===== src/rtl/bist_signature_check_if.sv =====
// Interface bundling the BIST controller/MISR inputs and the analyser result
// outputs of bist_signature_check. The fail_count signal exists only when
// BIST_FAIL_COUNT_EN is defined.
interface bist_signature_check_if #(
  parameter int unsigned SIG_W = 3
`ifdef BIST_FAIL_COUNT_EN
  , parameter int unsigned FAILCNT_W = 4
`endif
);
  logic             bist_init;
  logic             bist_running;
  logic             bist_finish;
  logic [SIG_W-1:0] sig_in;
  logic             pass_fail;
  logic             result_valid;
  logic [SIG_W-1:0] sig_captured;
  logic [SIG_W-1:0] sig_diff;
  logic             cnt_err;
  logic             proto_err;
  logic             busy;
`ifdef BIST_FAIL_COUNT_EN
  logic [FAILCNT_W-1:0] fail_count;
`endif

  // Controller / MISR side: drives the session controls, observes results.
  modport master (
    output bist_init, bist_running, bist_finish, sig_in,
    input  pass_fail, result_valid, sig_captured, sig_diff,
    input  cnt_err, proto_err, busy
`ifdef BIST_FAIL_COUNT_EN
    , input fail_count
`endif
  );

  // Analyser side.
  modport slave (
    input  bist_init, bist_running, bist_finish, sig_in,
    output pass_fail, result_valid, sig_captured, sig_diff,
    output cnt_err, proto_err, busy
`ifdef BIST_FAIL_COUNT_EN
    , output fail_count
`endif
  );
endinterface


===== src/rtl/bist_signature_check.sv =====
// bist_signature_check: BIST signature analyser and comparator.
// Counts bist_running cycles per session, captures the MISR signature on
// bist_finish, compares it with GOLDEN_SIG one cycle later and holds a sticky
// registered result until the next bist_init. Flags cycle-count and protocol
// errors. Optional feature macro: BIST_FAIL_COUNT_EN (adds fail_count).
module bist_signature_check #(
  parameter int unsigned      SIG_W      = 3,
  parameter logic [SIG_W-1:0] GOLDEN_SIG = 3'b101,
  parameter int unsigned      CNT_W      = 8,
  parameter logic [CNT_W-1:0] EXP_CYCLES = 8'd7
`ifdef BIST_FAIL_COUNT_EN
  , parameter int unsigned    FAILCNT_W  = 4
`endif
) (
  input logic                    CLK,
  input logic                    RST,
  bist_signature_check_if.slave  bus
);

  typedef enum logic [2:0] {
    S_IDLE,
    S_ARMED,
    S_RUN,
    S_CHECK,
    S_DONE
  } state_t;

  state_t           state_q, state_d;
  logic [CNT_W-1:0] cnt_q, cnt_d;
  logic             pass_q, pass_d;
  logic             valid_q, valid_d;
  logic [SIG_W-1:0] sig_cap_q, sig_cap_d;
  logic [SIG_W-1:0] sig_diff_q, sig_diff_d;
  logic             cnt_err_q, cnt_err_d;
  logic             proto_q, proto_d;
  logic             busy_q, busy_d;

  logic [SIG_W-1:0] diff_w;
  logic             cnt_bad_w;

  assign diff_w    = sig_cap_q ^ GOLDEN_SIG;
  assign cnt_bad_w = (cnt_q != EXP_CYCLES);

  // State and result registers.
  always_ff @(posedge CLK or negedge RST) begin
    if (!RST) begin
      state_q    <= S_IDLE;
      cnt_q      <= '0;
      pass_q     <= 1'b0;
      valid_q    <= 1'b0;
      sig_cap_q  <= '0;
      sig_diff_q <= '0;
      cnt_err_q  <= 1'b0;
      proto_q    <= 1'b0;
      busy_q     <= 1'b0;
    end else begin
      state_q    <= state_d;
      cnt_q      <= cnt_d;
      pass_q     <= pass_d;
      valid_q    <= valid_d;
      sig_cap_q  <= sig_cap_d;
      sig_diff_q <= sig_diff_d;
      cnt_err_q  <= cnt_err_d;
      proto_q    <= proto_d;
      busy_q     <= busy_d;
    end
  end

  // Next-state selection; bist_init overrides everything.
  always_comb begin
    state_d = state_q;
    if (bus.bist_init) begin
      state_d = S_ARMED;
    end else begin
      case (state_q)
        S_IDLE:  state_d = S_IDLE;
        S_ARMED: begin
          if (bus.bist_finish)       state_d = S_DONE;
          else if (bus.bist_running) state_d = S_RUN;
        end
        S_RUN:   if (bus.bist_finish) state_d = S_CHECK;
        S_CHECK: state_d = S_DONE;
        S_DONE:  state_d = S_DONE;
        default: state_d = S_IDLE;
      endcase
    end
  end

  // Next values of the counter and registered outputs.
  always_comb begin
    cnt_d      = cnt_q;
    pass_d     = pass_q;
    valid_d    = valid_q;
    sig_cap_d  = sig_cap_q;
    sig_diff_d = sig_diff_q;
    cnt_err_d  = cnt_err_q;
    proto_d    = proto_q;
    busy_d     = (state_d == S_ARMED) || (state_d == S_RUN) || (state_d == S_CHECK);
    if (bus.bist_init) begin
      // sig_captured is deliberately kept across a restart.
      cnt_d      = '0;
      pass_d     = 1'b0;
      valid_d    = 1'b0;
      sig_diff_d = '0;
      cnt_err_d  = 1'b0;
      proto_d    = 1'b0;
    end else begin
      case (state_q)
        S_IDLE: begin
          if (bus.bist_finish || bus.bist_running) proto_d = 1'b1;
        end
        S_ARMED: begin
          if (bus.bist_finish) begin
            proto_d = 1'b1;
            pass_d  = 1'b0;
            valid_d = 1'b1;
          end else if (bus.bist_running) begin
            cnt_d = CNT_W'(1);
          end
        end
        S_RUN: begin
          if (bus.bist_running && (cnt_q != '1)) cnt_d = cnt_q + CNT_W'(1);
          if (bus.bist_finish) sig_cap_d = bus.sig_in;
        end
        S_CHECK: begin
          sig_diff_d = diff_w;
          cnt_err_d  = cnt_bad_w;
          pass_d     = (diff_w == '0) && !cnt_bad_w;
          valid_d    = 1'b1;
        end
        S_DONE: begin
          if (bus.bist_finish || bus.bist_running) proto_d = 1'b1;
        end
        default: ;
      endcase
    end
  end

  assign bus.pass_fail    = pass_q;
  assign bus.result_valid = valid_q;
  assign bus.sig_captured = sig_cap_q;
  assign bus.sig_diff     = sig_diff_q;
  assign bus.cnt_err      = cnt_err_q;
  assign bus.proto_err    = proto_q;
  assign bus.busy         = busy_q;

`ifdef BIST_FAIL_COUNT_EN
  logic [FAILCNT_W-1:0] fail_cnt_q;
  logic                 fail_inc;

  assign fail_inc = !bus.bist_init &&
                    (((state_q == S_CHECK) && !pass_d) ||
                     ((state_q == S_ARMED) && bus.bist_finish));

  // Failed-session counter, saturating; survives bist_init.
  always_ff @(posedge CLK or negedge RST) begin
    if (!RST) begin
      fail_cnt_q <= '0;
    end else if (fail_inc && (fail_cnt_q != '1)) begin
      fail_cnt_q <= fail_cnt_q + FAILCNT_W'(1);
    end
  end

  assign bus.fail_count = fail_cnt_q;
`endif

endmodule

===== src/flat_wrapper.sv =====
// flat-port wrapper written by rule: the top's interface ports become plain ports
module bist_signature_check_flat 
#(
  parameter int unsigned      SIG_W      = 3,
  parameter logic [SIG_W-1:0] GOLDEN_SIG = 3'b101,
  parameter int unsigned      CNT_W      = 8,
  parameter logic [CNT_W-1:0] EXP_CYCLES = 8'd7

)
  (CLK, RST, bus_bist_init, bus_bist_running, bus_bist_finish, bus_sig_in, bus_pass_fail, bus_result_valid, bus_sig_captured, bus_sig_diff, bus_cnt_err, bus_proto_err, bus_busy);
  bist_signature_check_if #(.SIG_W(SIG_W)) bus_i ();
  input logic CLK;
  input logic RST;
  input wire logic [$bits(bus_i.bist_init)-1:0] bus_bist_init;
  input wire logic [$bits(bus_i.bist_running)-1:0] bus_bist_running;
  input wire logic [$bits(bus_i.bist_finish)-1:0] bus_bist_finish;
  input wire logic [$bits(bus_i.sig_in)-1:0] bus_sig_in;
  output wire logic [$bits(bus_i.pass_fail)-1:0] bus_pass_fail;
  output wire logic [$bits(bus_i.result_valid)-1:0] bus_result_valid;
  output wire logic [$bits(bus_i.sig_captured)-1:0] bus_sig_captured;
  output wire logic [$bits(bus_i.sig_diff)-1:0] bus_sig_diff;
  output wire logic [$bits(bus_i.cnt_err)-1:0] bus_cnt_err;
  output wire logic [$bits(bus_i.proto_err)-1:0] bus_proto_err;
  output wire logic [$bits(bus_i.busy)-1:0] bus_busy;
  assign bus_i.bist_init = bus_bist_init;
  assign bus_i.bist_running = bus_bist_running;
  assign bus_i.bist_finish = bus_bist_finish;
  assign bus_i.sig_in = bus_sig_in;
  assign bus_pass_fail = bus_i.pass_fail;
  assign bus_result_valid = bus_i.result_valid;
  assign bus_sig_captured = bus_i.sig_captured;
  assign bus_sig_diff = bus_i.sig_diff;
  assign bus_cnt_err = bus_i.cnt_err;
  assign bus_proto_err = bus_i.proto_err;
  assign bus_busy = bus_i.busy;
  bist_signature_check #(.SIG_W(SIG_W), .GOLDEN_SIG(GOLDEN_SIG), .CNT_W(CNT_W), .EXP_CYCLES(EXP_CYCLES)) u_core (.CLK(CLK), .RST(RST), .bus(bus_i));
endmodule

===== config.mk =====
export PLATFORM = sky130hd
export DESIGN_NAME = bist_signature_check_flat
export DESIGN_NICKNAME = d
export VERILOG_FILES = /design/src/rtl/bist_signature_check_if.sv /design/src/rtl/bist_signature_check.sv /design/src/flat_wrapper.sv
export SDC_FILE = /design/constraint.sdc
export NUM_CORES = 1
export LEC_CHECK = 0
export ABC_AREA = 1
export CAP_MARGIN = 20
export CORE_UTILIZATION = 45
export DETAILED_ROUTE_END_ITERATION = 10
export DONT_BUFFER_PORTS = 1
export HOLD_SLACK_MARGIN = 0.05
export PLACE_DENSITY = 0.66
export SLEW_MARGIN = 20
export SYNTH_ARGS = -nofsm -noshare
export SYNTH_HDL_FRONTEND = slang
export SYNTH_SLANG_ARGS = --single-unit

===== constraint.sdc =====
create_clock -name CLK -period 1.3 [get_ports CLK]
set_input_delay 0.26 -clock CLK [delete_from_list [all_inputs] [get_ports CLK]]
set_output_delay 0.26 -clock CLK [all_outputs]
set_load 0.01 [all_outputs]

# Word-level counts from Yosys, hierarchy flattened
# Index checks and enable logic that the tools add are counted.
[totals] regBits=22 output_inout_bits=11
[op_classes] addsub=1 n_eq_ne=14 muxes=23 bitwise=2 reduce_logical=18
[ops] operator="8-bit 2-to-1 mux" count=4
[ops] operator="3-bit 2-to-1 mux" count=6
[ops] operator="8-bit case mux with 2 select lines" count=1
[ops] operator="3-bit by 2-bit equality test with 1-bit output, second input constant" count=4
[ops] operator="3-bit != test, second input constant" count=3
[ops] operator="3-bit case mux with 3 select lines" count=1
[ops] operator="3-bit nonzero test" count=3
[ops] operator="8-bit by 1-bit adder with 8-bit output, second input constant" count=1
[ops] operator="1-bit 2-to-1 mux" count=8
[ops] operator="8-bit by 3-bit != test with 1-bit output, second input constant" count=1
[ops] operator="8-bit != test, second input constant" count=1
[ops] operator="3-bit by 1-bit equality test with 1-bit output, second input constant" count=2
[ops] operator="3-bit zero test" count=2
[ops] operator="1-bit case mux with 2 select lines" count=3
[ops] operator="3-bit AND reduction" count=2
[ops] operator="4-bit AND reduction" count=1
[ops] operator="2-bit OR reduction" count=2
[ops] operator="3-bit equality test, second input constant" count=1
[ops] operator="1-bit logical OR" count=3
[ops] operator="3-bit by 1-bit != test with 1-bit output, second input constant" count=1
[ops] operator="3-bit by 2-bit != test with 1-bit output, second input constant" count=1
[ops] operator="1-bit logical AND" count=2
[ops] operator="2-bit NOT" count=1
[ops] operator="2-bit AND reduction" count=1
[ops] operator="3 further kinds" count=3

# Longest topological paths before layout
[logic_depth] depth_word=7 depth_mapped=9 mapped_depth_nobuf=9

# Worst setup path before layout
# No wires, ideal clock.
[synth_path] path_kind="register to register" start="register u_core.cnt_q[0]" end="register u_core.cnt_q[0]" arrival_time_ps=1194 required_ps=1235 path_slack_ps=41 stages_incl_launch_ff=9 path_buffers=0 cell_sequence="dfrtp_1 -> ha_1 -> nand2_1 -> inv_1 -> nand3_1 -> nor2_2 -> nor2_4 -> nand3_1 -> nand2_1"
[synth_via] elab_chain_len=4 word_cells_on_any_way=8 classes_between="add/sub: 1; eq/ne: 2; mux: 3; reduce/logical: 2"
[synth_rtl] item="from (decl)" line="bist_signature_check.sv:29" source="logic [CNT_W-1:0] cnt_q, cnt_d;"
[synth_rtl] item="from (signal assigned)" line="bist_signature_check.sv:58" source="cnt_q <= cnt_d;"
[synth_rtl] item="8-bit by 1-bit adder with 8-bit output or 8-bit != test (tied branches)" line="bist_signature_check.sv:122" source="if (bus.bist_running && (cnt_q != '1)) cnt_d = cnt_q + CNT_W'(1);"
[synth_rtl] item="8-bit 2-to-1 mux or 1-bit logical AND (tied branches)" line="bist_signature_check.sv:122"
[synth_rtl] item="8-bit case mux with 2 select lines or 3-bit by 2-bit != test with 1-bit output (tied branches)"
[synth_rtl] item="8-bit 2-to-1 mux or 4-bit AND reduction (tied branches)"
# Several ways; a longest one is shown, not always the timed one. The select of a mux whose other input is x is not followed.
# A chain may end at the register's enable or synchronous reset.

# Worst setup path in the final report
[layout_path] start="register u_core.state_q[2]" end="register u_core.cnt_q[3]"
[layout_via] elab_chain_len=3 word_cells_on_any_way=9 classes_between="eq/ne: 5; mux: 2; reduce/logical: 2"
[layout_rtl] item="from (decl)" line="bist_signature_check.sv:28" source="state_t state_q, state_d;"
[layout_rtl] item="from (signal assigned)" line="bist_signature_check.sv:57" source="state_q <= state_d;"
[layout_rtl] item="3-bit by 2-bit equality test with 1-bit output or 3-bit by 1-bit equality test with 1-bit output (tied branches)" line="bist_signature_check.sv:108" source="case (state_q)"
[layout_rtl] item="3-bit by 2-bit != test with 1-bit output (no source line), or another cell as far along"
[layout_rtl] item="4-bit AND reduction (no source line) or 8-bit 2-to-1 mux (tied branches)"
# Several ways; a longest one is shown, not always the timed one.

==> results_dict.tcl <==
set metrics [dict create \
    max_slew_margin_pct 67.70 \
    clock_latency_ns 0.31 \
    reg2regPathDepth 8 \
    outcome "complete, but fails checks" \
    synth_nets 167 \
    cts_root_buffer "clkbuf_4" \
    area_growth_pct 29.29 \
    cts_buffer_depth 2 \
    antenna_found_initial 0 \
    place_ws_ns -0.08973 \
    worstReg2RegEnd "u_core.cnt_q[3]" \
    clk_pin_slew_ns 0.13 \
    synth_seq_cells 22 \
    cts-buffers-inserted 3 \
    antenna_cells 0 \
    powerDensity_nw_per_um2 975.9 \
    r2r_start "u_core.state_q[2]" \
    routabilityCongestion 0.9214 \
    rows 18 \
    max_cap_violations 0 \
    wl_um 3056 \
    worstSetupPathType "flip-flop to flip-flop" \
    ys_types 21 \
    die_y_um 54.20 \
    crit_family "flip-flops" \
    die_area_sq_um 2938 \
    rsz0062_at_grt "true" \
    via_count 1157 \
    grt_max_degree 23 \
    coreArea_sq_um 2522 \
    max_freq_mhz 722.4 \
    arrival_ns 1.59 \
    vias_per_cell 5.407 \
    ir_drop_v 0.0008577 \
    crit_path_end_kind "flip-flop" \
    setup_viol 9 \
    nets 194 \
    worstPathRequired_ns 1.51 \
    crit_fanout 8 \
    drt_iter0_drc 25 \
    critPathBufInv 3 \
    slew_viol_final 0 \
    die_x_um 54.20 \
    slowest_delay_ns 0.44 \
    finalHoldViolCount 0 \
    dp_hpwl_um 1965 \
    syn_inst 158 \
    failed_checks "negative setup slack" \
    p_leak_nw 0.7573 \
    cts_tree "built" \
    min_path_type "primary input to flip-flop" \
    portBuffers 0 \
    gr-total-overflow 0 \
    start_util_pct 48.61 \
    syn_area_sq_um 1226 \
    drt_pre_antenna_iters 4 \
    yosysWarningCount 0 \
    fin_util_pct 62.85 \
    crit_slowest_cell "dfrtp_1" \
    whs_ns 0.07976 \
    setup_ws_ns -0.08430 \
    cts_max_level 1 \
    fin_crit_sh_pct 106.5 \
    hold_end "u_core.bus.sig_captured[2]" \
    ant_nets 0 \
    regToRegSetupSlack_ns -0.08 \
    crit_chain "inv_2 -> buf_6 -> nand4_1 -> nor2_4 -> nor2_4 -> buf_12 -> nand3_2 -> nand2_2" \
    synth_area_per_cell_sq_um 7.761 \
    cpMostUsedCell "nor2_4" \
    clock_skew_ns 0.007356 \
    grtUsageTotal_pct 22.94 \
    grt_pass1_vias 1084 \
    post-route-min-period_ns 1.384 \
    io-pin-count 19 \
    whs_path_depth 2 \
    worst_pin_slew_ns 0.4846 \
    wire_per_inst_um 14.28 \
    min_from "bus_bist_finish" \
    crit_path_start_kind "flip-flop" \
    grt_pass1_wl_um 4719 \
    clock-sinks 22 \
    synth-seq-area-share_pct 44.90 \
    drive_gt1_share_pct 31.52 \
    route.detailed.drc 0 \
]
==> cell families (layout without fill, tap and decap cells) <==
group           count (synthesis)  after routing  synth area share, %
fa+ha+maj                       1              1                1.020
compound gates                 17             17                7.551
buf+inv                        21             47                7.041
flops                          22             22                44.90
xor+xnor                        2              2                1.429
simple gates                   95             95                38.06
==> metrics by stage <==
step / TNS, ns / total power, mW / cell area (sq um) / instances
final: -0.5713 / 1.547 / 1585 / 214
after global routing: -1.457 / 1.616 / 1585 / 214
after CTS: -0.02748 / 1.530 / 1484 / 209
after detailed placement: -0.5947 / 0.9504 / 1290 / 192
after global placement: -0.4263 / 0.9450 / 1290 / 192
after floorplan: 0 / 0.9086 / 1226 / 158
==> where the power goes <==
| group | switching (mW) | internal (mW) | leakage [nW] | total [mW] |
|---|---|---|---|---|
| logic | 0.146 | 0.103 | 0.442 | 0.249 |
| registers | 0.0499 | 0.725 | 0.287 | 0.775 |
| clock network | 0.212 | 0.312 | 0.0279 | 0.523 |
==> cells in the mapped netlist (all sizes together) <==
cell / instances / area [sq um]
o211ai: 1 / 12.51
ha: 1 / 12.51
dfrtp: 22 / 550.5
a21oi: 6 / 30.03
inv: 20 / 75.07
nand3: 21 / 145.1
xor2: 2 / 17.52
nor2: 24 / 110.1
nand2: 45 / 171.4
o21ai: 10 / 50.05
buf: 1 / 11.26
nand4: 3 / 18.77
nor3: 2 / 21.27
==> final cells by class <==
type,count,area [sq um]
Clock inverter,1,30.03
Multi-Input combinational cell,115,664.4
Inverter,20,80.08
Fill cell,232,937.1
Timing Repair Buffer,23,198.9
Clock buffer,3,22.52
Sequential cell,22,551.8
Tap cell,30,37.54
==> sequential cells by signal, indices dropped and copies added (netlist names) <==
name                     flops
u_core.bus.busy              1
u_core.bus.result_valid      1
u_core.cnt_q                 8
u_core.bus.sig_captured      3
u_core.state_q               3
u_core.bus.cnt_err           1
u_core.bus.pass_fail         1
u_core.bus.sig_diff          3
u_core.bus.proto_err         1
==> how the worst max path moves through the flow <==
stage,start,end,slack (ns),cells past startpoint
detailed placement,u_core.cnt_q[0],u_core.cnt_q[3],-0.09,8
global route,u_core.state_q[2],u_core.cnt_q[0],-0.15,8
floorplan,u_core.cnt_q[0],u_core.cnt_q[0],0.04,8
CTS,u_core.cnt_q[1],u_core.cnt_q[4],-0.007,8
global placement,u_core.cnt_q[0],u_core.cnt_q[0],-0.07,8
finish,u_core.state_q[2],u_core.cnt_q[3],-0.08,8
==> metal layers <==
metal	share of wire, %	track usage (%)
met1	45	29.93
met2	50	38.41
met3	3.9	4.237
met4	1.1	6.410
met5	0	0
==> cells in the final DEF (no fill, tap or decap), drive strengths merged, types with 3 or more instances in the layout <==
cell type   n
nand2      45
nor2       24
dfrtp      22
buf        21
nand3      21
inv        20
o21ai      10
a21oi       6
nand4       3
clkbuf      3
==> what timing repair did <==
item,4_1_cts,5_1_grt
resized for setup,11,17
pin swaps,5,10
hold buffers,2,1
endpoints found under the setup margin,8,16
endpoints found under the hold margin,25,22
buffers inserted,11,4
Note: power is estimated with default switching activity, not from simulation.
